===== src/rtl/rr_mux_arb.sv =====
// Round-robin N:1 registered mux; accepted words appear on out_* the next cycle, one word per cycle sustained.
// Stalled output (out_ready=0 while full) drops every in_ready; RR_MUX_FORCE_SEL_EN adds a static-select override.
module rr_mux_arb #(
  parameter int N = 4,
  parameter int W = 8,
  localparam int SELW = $clog2(N)
) (
  input  logic            clk,
  input  logic            reset,
  input  logic [N*W-1:0]  in_data,
  input  logic [N-1:0]    in_valid,
  output logic [N-1:0]    in_ready,
  output logic [W-1:0]    out_data,
  output logic            out_valid,
  input  logic            out_ready,
`ifdef RR_MUX_FORCE_SEL_EN
  input  logic            force_en,
  input  logic [SELW-1:0] force_sel,
`endif
  output logic [SELW-1:0] out_sel
);

  localparam logic [0:0] EMPTY = 1'b0;
  localparam logic [0:0] FULL  = 1'b1;

  logic [0:0]      state_q, state_d;
  logic [W-1:0]    out_data_q, out_data_d;
  logic [SELW-1:0] out_sel_q, out_sel_d;
  logic [SELW-1:0] ptr_q, ptr_d;

  logic            load_ok;
  logic            gnt_vld;
  logic            forced;
  logic            xfer;
  logic [SELW-1:0] gnt_idx;
  logic [W-1:0]    gnt_data;

  // Two passes: channels at or above ptr first, then the wrapped-around low channels.
  always_comb begin : arbitrate
    gnt_vld = 1'b0;
    gnt_idx = '0;
    forced  = 1'b0;
    for (int i = 0; i < N; i++) begin
      if (!gnt_vld && in_valid[i] && (i >= int'(ptr_q))) begin
        gnt_vld = 1'b1;
        gnt_idx = SELW'(i);
      end
    end
    for (int i = 0; i < N; i++) begin
      if (!gnt_vld && in_valid[i]) begin
        gnt_vld = 1'b1;
        gnt_idx = SELW'(i);
      end
    end
`ifdef RR_MUX_FORCE_SEL_EN
    // Forced select out of range or not requesting leaves no grant at all.
    if (force_en) begin
      forced  = 1'b1;
      gnt_vld = 1'b0;
      gnt_idx = '0;
      for (int i = 0; i < N; i++) begin
        if ((int'(force_sel) == i) && in_valid[i]) begin
          gnt_vld = 1'b1;
          gnt_idx = SELW'(i);
        end
      end
    end
`endif
  end

  always_comb begin : data_select
    gnt_data = '0;
    for (int i = 0; i < N; i++) begin
      if (gnt_idx == SELW'(i)) begin
        gnt_data = in_data[i*W +: W];
      end
    end
  end

  assign load_ok = (state_q == EMPTY) || out_ready;

  always_comb begin : ready_gen
    in_ready = '0;
    for (int i = 0; i < N; i++) begin
      in_ready[i] = load_ok && gnt_vld && !reset && (gnt_idx == SELW'(i));
    end
  end

  assign xfer = |(in_valid & in_ready);

  always_comb begin : next_state
    state_d    = state_q;
    out_data_d = out_data_q;
    out_sel_d  = out_sel_q;
    ptr_d      = ptr_q;
    if (xfer) begin
      state_d    = FULL;
      out_data_d = gnt_data;
      out_sel_d  = gnt_idx;
      if (!forced) begin
        ptr_d = (gnt_idx == SELW'(N - 1)) ? '0 : gnt_idx + SELW'(1);
      end
    end else if ((state_q == FULL) && out_ready) begin
      state_d = EMPTY;
    end
  end

  always_ff @(posedge clk) begin
    if (reset) begin
      state_q    <= EMPTY;
      out_data_q <= '0;
      out_sel_q  <= '0;
      ptr_q      <= '0;
    end else begin
      state_q    <= state_d;
      out_data_q <= out_data_d;
      out_sel_q  <= out_sel_d;
      ptr_q      <= ptr_d;
    end
  end

  assign out_valid = (state_q == FULL);
  assign out_data  = out_data_q;
  assign out_sel   = out_sel_q;

endmodule


===== config.mk =====
export PLATFORM = sky130hd
export DESIGN_NAME = rr_mux_arb
export DESIGN_NICKNAME = d
export VERILOG_FILES = /design/src/rtl/rr_mux_arb.sv
export SDC_FILE = /design/constraint.sdc
export NUM_CORES = 1
export LEC_CHECK = 0
export ABC_CLOCK_PERIOD_IN_PS = 2400
export BUFFER_PORTS_ARGS = -buffer_cell sky130_fd_sc_hd__buf_2
export CAP_MARGIN = 40
export CORE_UTILIZATION = 39
export DETAILED_ROUTE_END_ITERATION = 8
export PLACE_DENSITY = 0.84
export SKIP_LAST_GASP = 1
export SLEW_MARGIN = 10
export SYNTH_ARGS = -nofsm -noshare
export SYNTH_HDL_FRONTEND = slang
export SYNTH_SLANG_ARGS = --single-unit

===== constraint.sdc =====
create_clock -name clk -period 2.4 [get_ports clk]
set_clock_uncertainty 0.15 [all_clocks]
set_input_delay 0.24 -clock clk [delete_from_list [all_inputs] [get_ports clk]]
set_output_delay 0.24 -clock clk [all_outputs]
set_load 0.005 [all_outputs]

==> qor.csv, run 1 <==
metric;value;unit
p_per_area;635;nW/um2
port_buffers;53;
io_pins;54;
cts_tree;done;
seqPwrFrac;0.288;
cts_buffers;3;
wl_per_cell;15.8;um
tightest_slew;0.773;ns
cts.sinks;13;
cp-start-kind;flop;
drv_slew;0;
dp.cells;195;
syn_avg_cell_area;8.31;um2
final_common_cell;buf_2;
first_pass_iters;4;
routabilityCongestion;0.796;
rrSetupSlack;-0.002;ns
crit_chain;nand2b_4 -> a21oi_2 -> a311oi_2 -> inv_1 -> ha_2 -> a222oi_1 -> o21ai_2 -> buf_6 -> a21oi_2 -> a211oi_2;
cts_hold_buffers;0;
combPwrFrac;0.574;
core_area;2250;um2
maxCapViolations;0;
yosysWarnings;0;
grt_first_pass_wirelength;4370;um
power.share.clock;0.137;
power.leakage;0.730;nW
grt_pass1_vias;1052;
p_int;0.584;mW
drive_gt1_frac;0.638;
hold_violations;0;
crit_family;compound AO/OA/AOI/OAI gates;
setup_viol;2;
dieArea;2650;um2
vdd_drop_max;0.000587;V
reg2regPathDepth;10;
synth_seq_cells;13;
worst_hold_slack;0.143;ns
grt_overflow;0;
drcViolationCount;0;
place_hpwl;2120;um
violations;negative setup slack;
hold_path.class;input port to flop;
cp_num_cells;10;
regArea;265;um2
grt_start_max_net_pins;16;
crit_arrival;2.40;ns
slew-limit-headroom;0.482;
max-clock-path-buffers;2;
worst-setup-path-type;flop to flop;
nets;217;
vias_per_cell;5.54;
most-common-layout-cells;buf_2 (53), inv_1 (11), a21oi_2 (11), dfxtp_1 (11);
p_sw_frac;0.389;
grt_antenna_before_repair;0;
die_width;51.5;um
syn_inst;115;
rsz0062_at_grt;true;
clock_latency;0.27;ns
initial_core_util;0.424;
critPathRequiredTime;2.39;ns
clkSlewWorstSetupHoldPaths;0.08;ns
period_share;1.00;
drt_iter0_drc;22;
syn_to_final_growth;57.6;%
status;finished with violations;
antenna_cells;0;
drt-total-wl;3180;um
period_needed;2.40;ns
cp_slowest_stage_delay;0.38;ns
core.rowCount;17;
grt_usage;0.214;
whs_path_depth;4;
stdcell_count;202;
fin_ws;-0.00240;ns
synth_cell_type_count;31;
fillers;209;
netSwitchingPower;0.372;mW
fmax;416;MHz
crit_path_end_kind;flop;
multiInputGateArea;766;um2
syn-num-nets;157;
critPathMostFrequentCell;a21oi_2;
vias;1120;
cts_root_buffer;clkbuf_4;
crit_buf_inv;2;
ant_nets;0;
fp.dieH;51.5;um
crit_slowest_cell;dfxtp_4;
cts-htree-levels;1;
synth_sequential_area_ratio;0.272;
synthesis.area;956;um2
cp_max_fo;7;
## state kept, by name, summed over array words and instances (netlist names)
| signal | flops |
|---|---|
| out_sel | 2 |
| ptr_q | 2 |
| out_data | 8 |
| out_valid | 1 |
## logic make-up after synthesis
kind of cell,Yosys count,synth area share
AOI/OAI and AO/OA,45,0.325
adders and majority gates,3,0.0393
buffers and inverters,20,0.107
DFF,13,0.272
muxes,11,0.118
and+or+nand+nor,23,0.139
## area by class of cell
class / instances / area share
multi-input combinational: 83 / 0.508
timing repair buffer: 62 / 0.245
sequential: 13 / 0.176
inverter: 12 / 0.0299
tap: 28 / 0.0233
clock buffer: 4 / 0.0174
## final timing paths
| kind | from | endpoint |
|---|---|---|
| worst max-delay path | ptr_q[1] | out_data[7] |
| worst min-delay path | out_ready | out_valid |
| worst max register to register | ptr_q[1] | out_data[7] |
| worst min register to register | out_sel[1] | out_sel[1] |
## worst register-to-register path, stage by stage (launching register included)
cell and delay [ns]:
dfxtp_4 0.38, nand2b_4 0.13, a21oi_2 0.05, a311oi_2 0.30, inv_1 0.13, ha_2 0.20, a222oi_1 0.35, o21ai_2 0.18
buf_6 0.18, a21oi_2 0.17, a211oi_2 0.06
## metal layers
| layer | vias to the layer above | global-route usage | share of wire |
|---|---|---|---|
| met3 | 2 | 0.0556 | 0.054 |
| met1 | 530 | 0.252 | 0.43 |
| li1 | 542 | - | - |
| met2 | 46 | 0.390 | 0.51 |
| met4 | 0 | 0.0405 | 0.0057 |
| met5 | - | 0 | 0 |
## cell usage after synthesis
library cell	count	share of area
a311oi_2	1	0.016
o2bb2a_1	1	0.010
nand2b_2	1	0.0092
mux2i_1	9	0.094
nor2_1	3	0.012
and3_2	1	0.0079
a222oi_1	1	0.010
nor2b_1	2	0.013
nand2b_1	1	0.0065
a211oi_1	8	0.063
ha_1	3	0.039
o21ai_1	1	0.0052
a21oi_1	19	0.099
and2_1	4	0.026
a21oi_2	1	0.0092
nor4_1	1	0.0065
buf_6	3	0.035
mux2_2	2	0.024
buf_4	1	0.0079
nand2_1	7	0.027
nor3_2	1	0.010
dfxtp_1	13	0.27
inv_1	12	0.047
a211oi_2	2	0.026
a221oi_1	6	0.055
o21ai_0	4	0.021
nor4_2	1	0.013
clkbuf_1	3	0.012
buf_2	1	0.0052
or2_1	1	0.0065
a31o_1	1	0.0092
## power groups by stage
stage	registers, mW	logic, mW	clock network (mW)
6_report	0.276	0.549	0.131
4_1_cts	0.272	0.392	0.135
2_1_floorplan	0.276	0.252	0
3_5_place_dp	0.276	0.383	0
3_3_place_gp	0.275	0.370	0
5_1_grt	0.280	0.591	0.148
## metrics by stage
step	worst slack (ns)	area, um2	total power, mW	utilization	setup TNS [ns]
global placement	0.0266	1250	0.645	0.555	0
detailed placement	-0.0712	1250	0.660	0.555	-0.321
floorplan	0.0305	957	0.529	-	0
global route	-0.0628	1510	1.02	0.668	-0.505
CTS	-0.00768	1290	0.800	0.573	-0.00768
finish	-0.00240	1510	0.956	0.668	-0.00338
## timing repair
action	in CTS	in global routing
buffers inserted	0	1
resized for setup	5	44
setup endpoints to repair	10	15
pin swaps	2	9
cloned	0	3
Note: power is estimated with default switching activity, not from simulation.
==> run 2, diff against run 1 <==
--- a/config.mk
+++ b/config.mk
@@ -7,10 +7,12 @@
 export LEC_CHECK = 0
 export ABC_CLOCK_PERIOD_IN_PS = 2400
 export BUFFER_PORTS_ARGS = -buffer_cell sky130_fd_sc_hd__buf_2
-export CAP_MARGIN = 40
+export CAP_MARGIN = 25
 export CORE_UTILIZATION = 39
 export DETAILED_ROUTE_END_ITERATION = 8
+export GPL_TIMING_DRIVEN = 0
 export PLACE_DENSITY = 0.84
+export RECOVER_POWER = 100
 export SKIP_LAST_GASP = 1
 export SLEW_MARGIN = 10
 export SYNTH_ARGS = -nofsm -noshare
==> run 2 against run 1 <==
- non-clock buffer count up 8
- the flow still finishes with violations (negative setup slack)
- first-iteration DRC count is 68% lower
- highest routed layer unchanged
- hold slack got worse by 0.10 ns
- die area stayed put
- clock-buffer cell count stayed put
- clock power increased by 3%
==> qor.csv, run 2 (same netlist as run 1, synthesis figures left out) <==
metric;value;unit;change
vdd_drop_max;0.000517;V;-12%
crit_family;compound AO/OA/AOI/OAI gates;;
slew-limit-headroom;0.524;;+0.0414
drcViolationCount;0;;unchanged
crit_arrival;2.56;ns;+0.16 ns
grt_pass1_vias;1175;;+12%
cts_buffers;3;;unchanged
worst-setup-path-type;flop to flop;;
p_per_area;623;nW/um2;-1.9%
clock_latency;0.27;ns;about the same
fillers;200;;-4.3%
multiInputGateArea;772;um2;+0.82%
fin_tns_setup;-0.870;ns;-0.866 ns
fin_ws;-0.116;ns;-0.114 ns
dp.cells;196;;+0.51%
worst_hold_slack;0.0431;ns;-0.0999 ns
grt_antenna_before_repair;0;;unchanged
io_pins;54;;unchanged
drv_slew;0;;unchanged
drt_iter0_drc;7;;-68%
power.share.clock;0.142;;+0.005
fp.dieH;51.5;um;unchanged
period_needed;2.52;ns;+0.114 ns
first_pass_iters;4;;unchanged
critPathRequiredTime;2.44;ns;+0.05 ns
cts-htree-levels;1;;unchanged
initial_core_util;0.424;;unchanged
core.rowCount;17;;unchanged
crit_buf_inv;2;;unchanged
wl_per_cell;15.3;um;-3.2%
cts_tree;done;;
period_share;1.05;;+0.0475
largest_reg_flops;8;;unchanged
grt_first_pass_wirelength;4890;um;+12%
p_int;0.579;mW;-0.95%
hold_path.class;input port to flop;;
p_sw_frac;0.394;;+0.00431
nets;224;;+3.2%
setup_viol;11;;+9
core_area;2250;um2;unchanged
hold_violations;0;;unchanged
cp_max_fo;8;;+1
syn_to_final_growth;60.2;%;
vias;1155;;+3.1%
grt_overflow;0;;unchanged
ant_nets;0;;unchanged
port_buffers;53;;unchanged
drt-total-wl;3190;um;+0.13%
combPwrFrac;0.566;;-0.008
rsz0062_at_grt;true;;
finalInstanceArea;1530;um2;+1.7%
vias_per_cell;5.53;;-0.33%
netSwitchingPower;0.375;mW;+0.86%
routabilityCongestion;0.763;;-4.1%
final_common_cell;buf_2;;
grt_usage;0.246;;+0.0319
most-common-layout-cells;buf_2 (52), inv_1 (11), a21oi_1 (11), dfxtp_1 (11), a211oi_2 (10);;
maxCapViolations;0;;unchanged
grt_start_max_net_pins;11;;-5
cts_root_buffer;clkbuf_4;;
stdcell_count;209;;+3.5%
drive_gt1_frac;0.591;;-0.0468
fmax;397;MHz;-4.5%
power.leakage;0.728;nW;-0.31%
max-clock-path-buffers;2;;unchanged
finalPower;0.954;mW;-0.24%
placed_area;1260;um2;+0.40%
cp-start-kind;flop;;
antenna_cells;0;;unchanged
place_hpwl;1980;um;-6.7%
crit_slowest_cell;a222oi_1;;
dieArea;2650;um2;unchanged
tightest_slew;0.715;ns;-0.0579 ns
cts.sinks;13;;unchanged
crit_path_end_kind;flop;;
seqPwrFrac;0.292;;+0.004
violations;negative setup slack;;
die_width;51.5;um;unchanged
cp_slowest_stage_delay;0.40;ns;+0.02 ns
crit_chain;a21oi_1 -> o21ai_1 -> o2bb2a_4 -> inv_1 -> ha_4 -> a222oi_1 -> o21ai_2 -> and2_4 -> buf_6 -> a211oi_2;;
clkSlewWorstSetupHoldPaths;0.08;ns;about the same
regArea;265;um2;unchanged
status;finished with violations;;
-- run 2: changes by cell type in the layout (fill, tap and decap cells not counted), sizes merged --
cell and change:
and2 -1, clkbuf +5, buf +3
-- run 2: layer usage --
| layer | up-vias | global-route usage | wire [um] |
|---|---|---|---|
| met5 | - | 0 | 0 |
| met4 | 0 | 0.0811 | 51 |
| met3 | 6 | 0.0702 | 211 |
| met2 | 50 | 0.446 | 1590 |
| met1 | 541 | 0.273 | 1330 |
| li1 | 558 | - | - |
-- run 2: stage by stage --
stage	worst slack [ns]	util
global placement	-0.151	0.558
CTS	-0.0241	0.622
finish	-0.116	0.679
floorplan	0.0305	-
global route	-0.179	0.679
detailed placement	-0.223	0.558
-- run 2: repair_timing --
action,in CTS,in global routing
hold buffers,0,0
resized for setup,26,23
endpoints found under the setup margin,15,15
cloned,2,1
pin swaps,7,5
buffers inserted,3,4
-- run 2: cell type report --
type,count,share of cell area
clock buffer,4,0.0172
multi-input combinational,82,0.504
inverter,12,0.0294
buffer,7,0.0359
tap,28,0.0229
timing repair buffer,63,0.217
sequential,13,0.173
-- run 2: worst register-to-register path, stage by stage, from the launching register on --
cell and delay, ns:
dfxtp_4 0.38, a21oi_1 0.17, o21ai_1 0.11, o2bb2a_4 0.23, inv_1 0.10, ha_4 0.21, a222oi_1 0.40, o21ai_2 0.16
and2_4 0.18, buf_6 0.13, a211oi_2 0.21
-- run 2: power groups by stage --
stage               combinational [mW]  sequential [mW]  clock [mW]
floorplan                        0.252            0.276           0
global placement                 0.363            0.275           0
detailed placement               0.374            0.276           0
CTS                              0.446            0.272       0.136
global route                     0.581            0.282       0.154
finish                           0.540            0.279       0.135
-- run 2: path summary, 6_finish.rpt --
kind	from	end	slack, ns	cells after the start
max	ptr_q[1]	out_data[7]	-0.12	10
max reg2reg	ptr_q[1]	out_data[7]	-0.12	10
min reg2reg	out_sel[1]	out_sel[1]	0.32	2
min	reset	out_data[6]	0.04	2
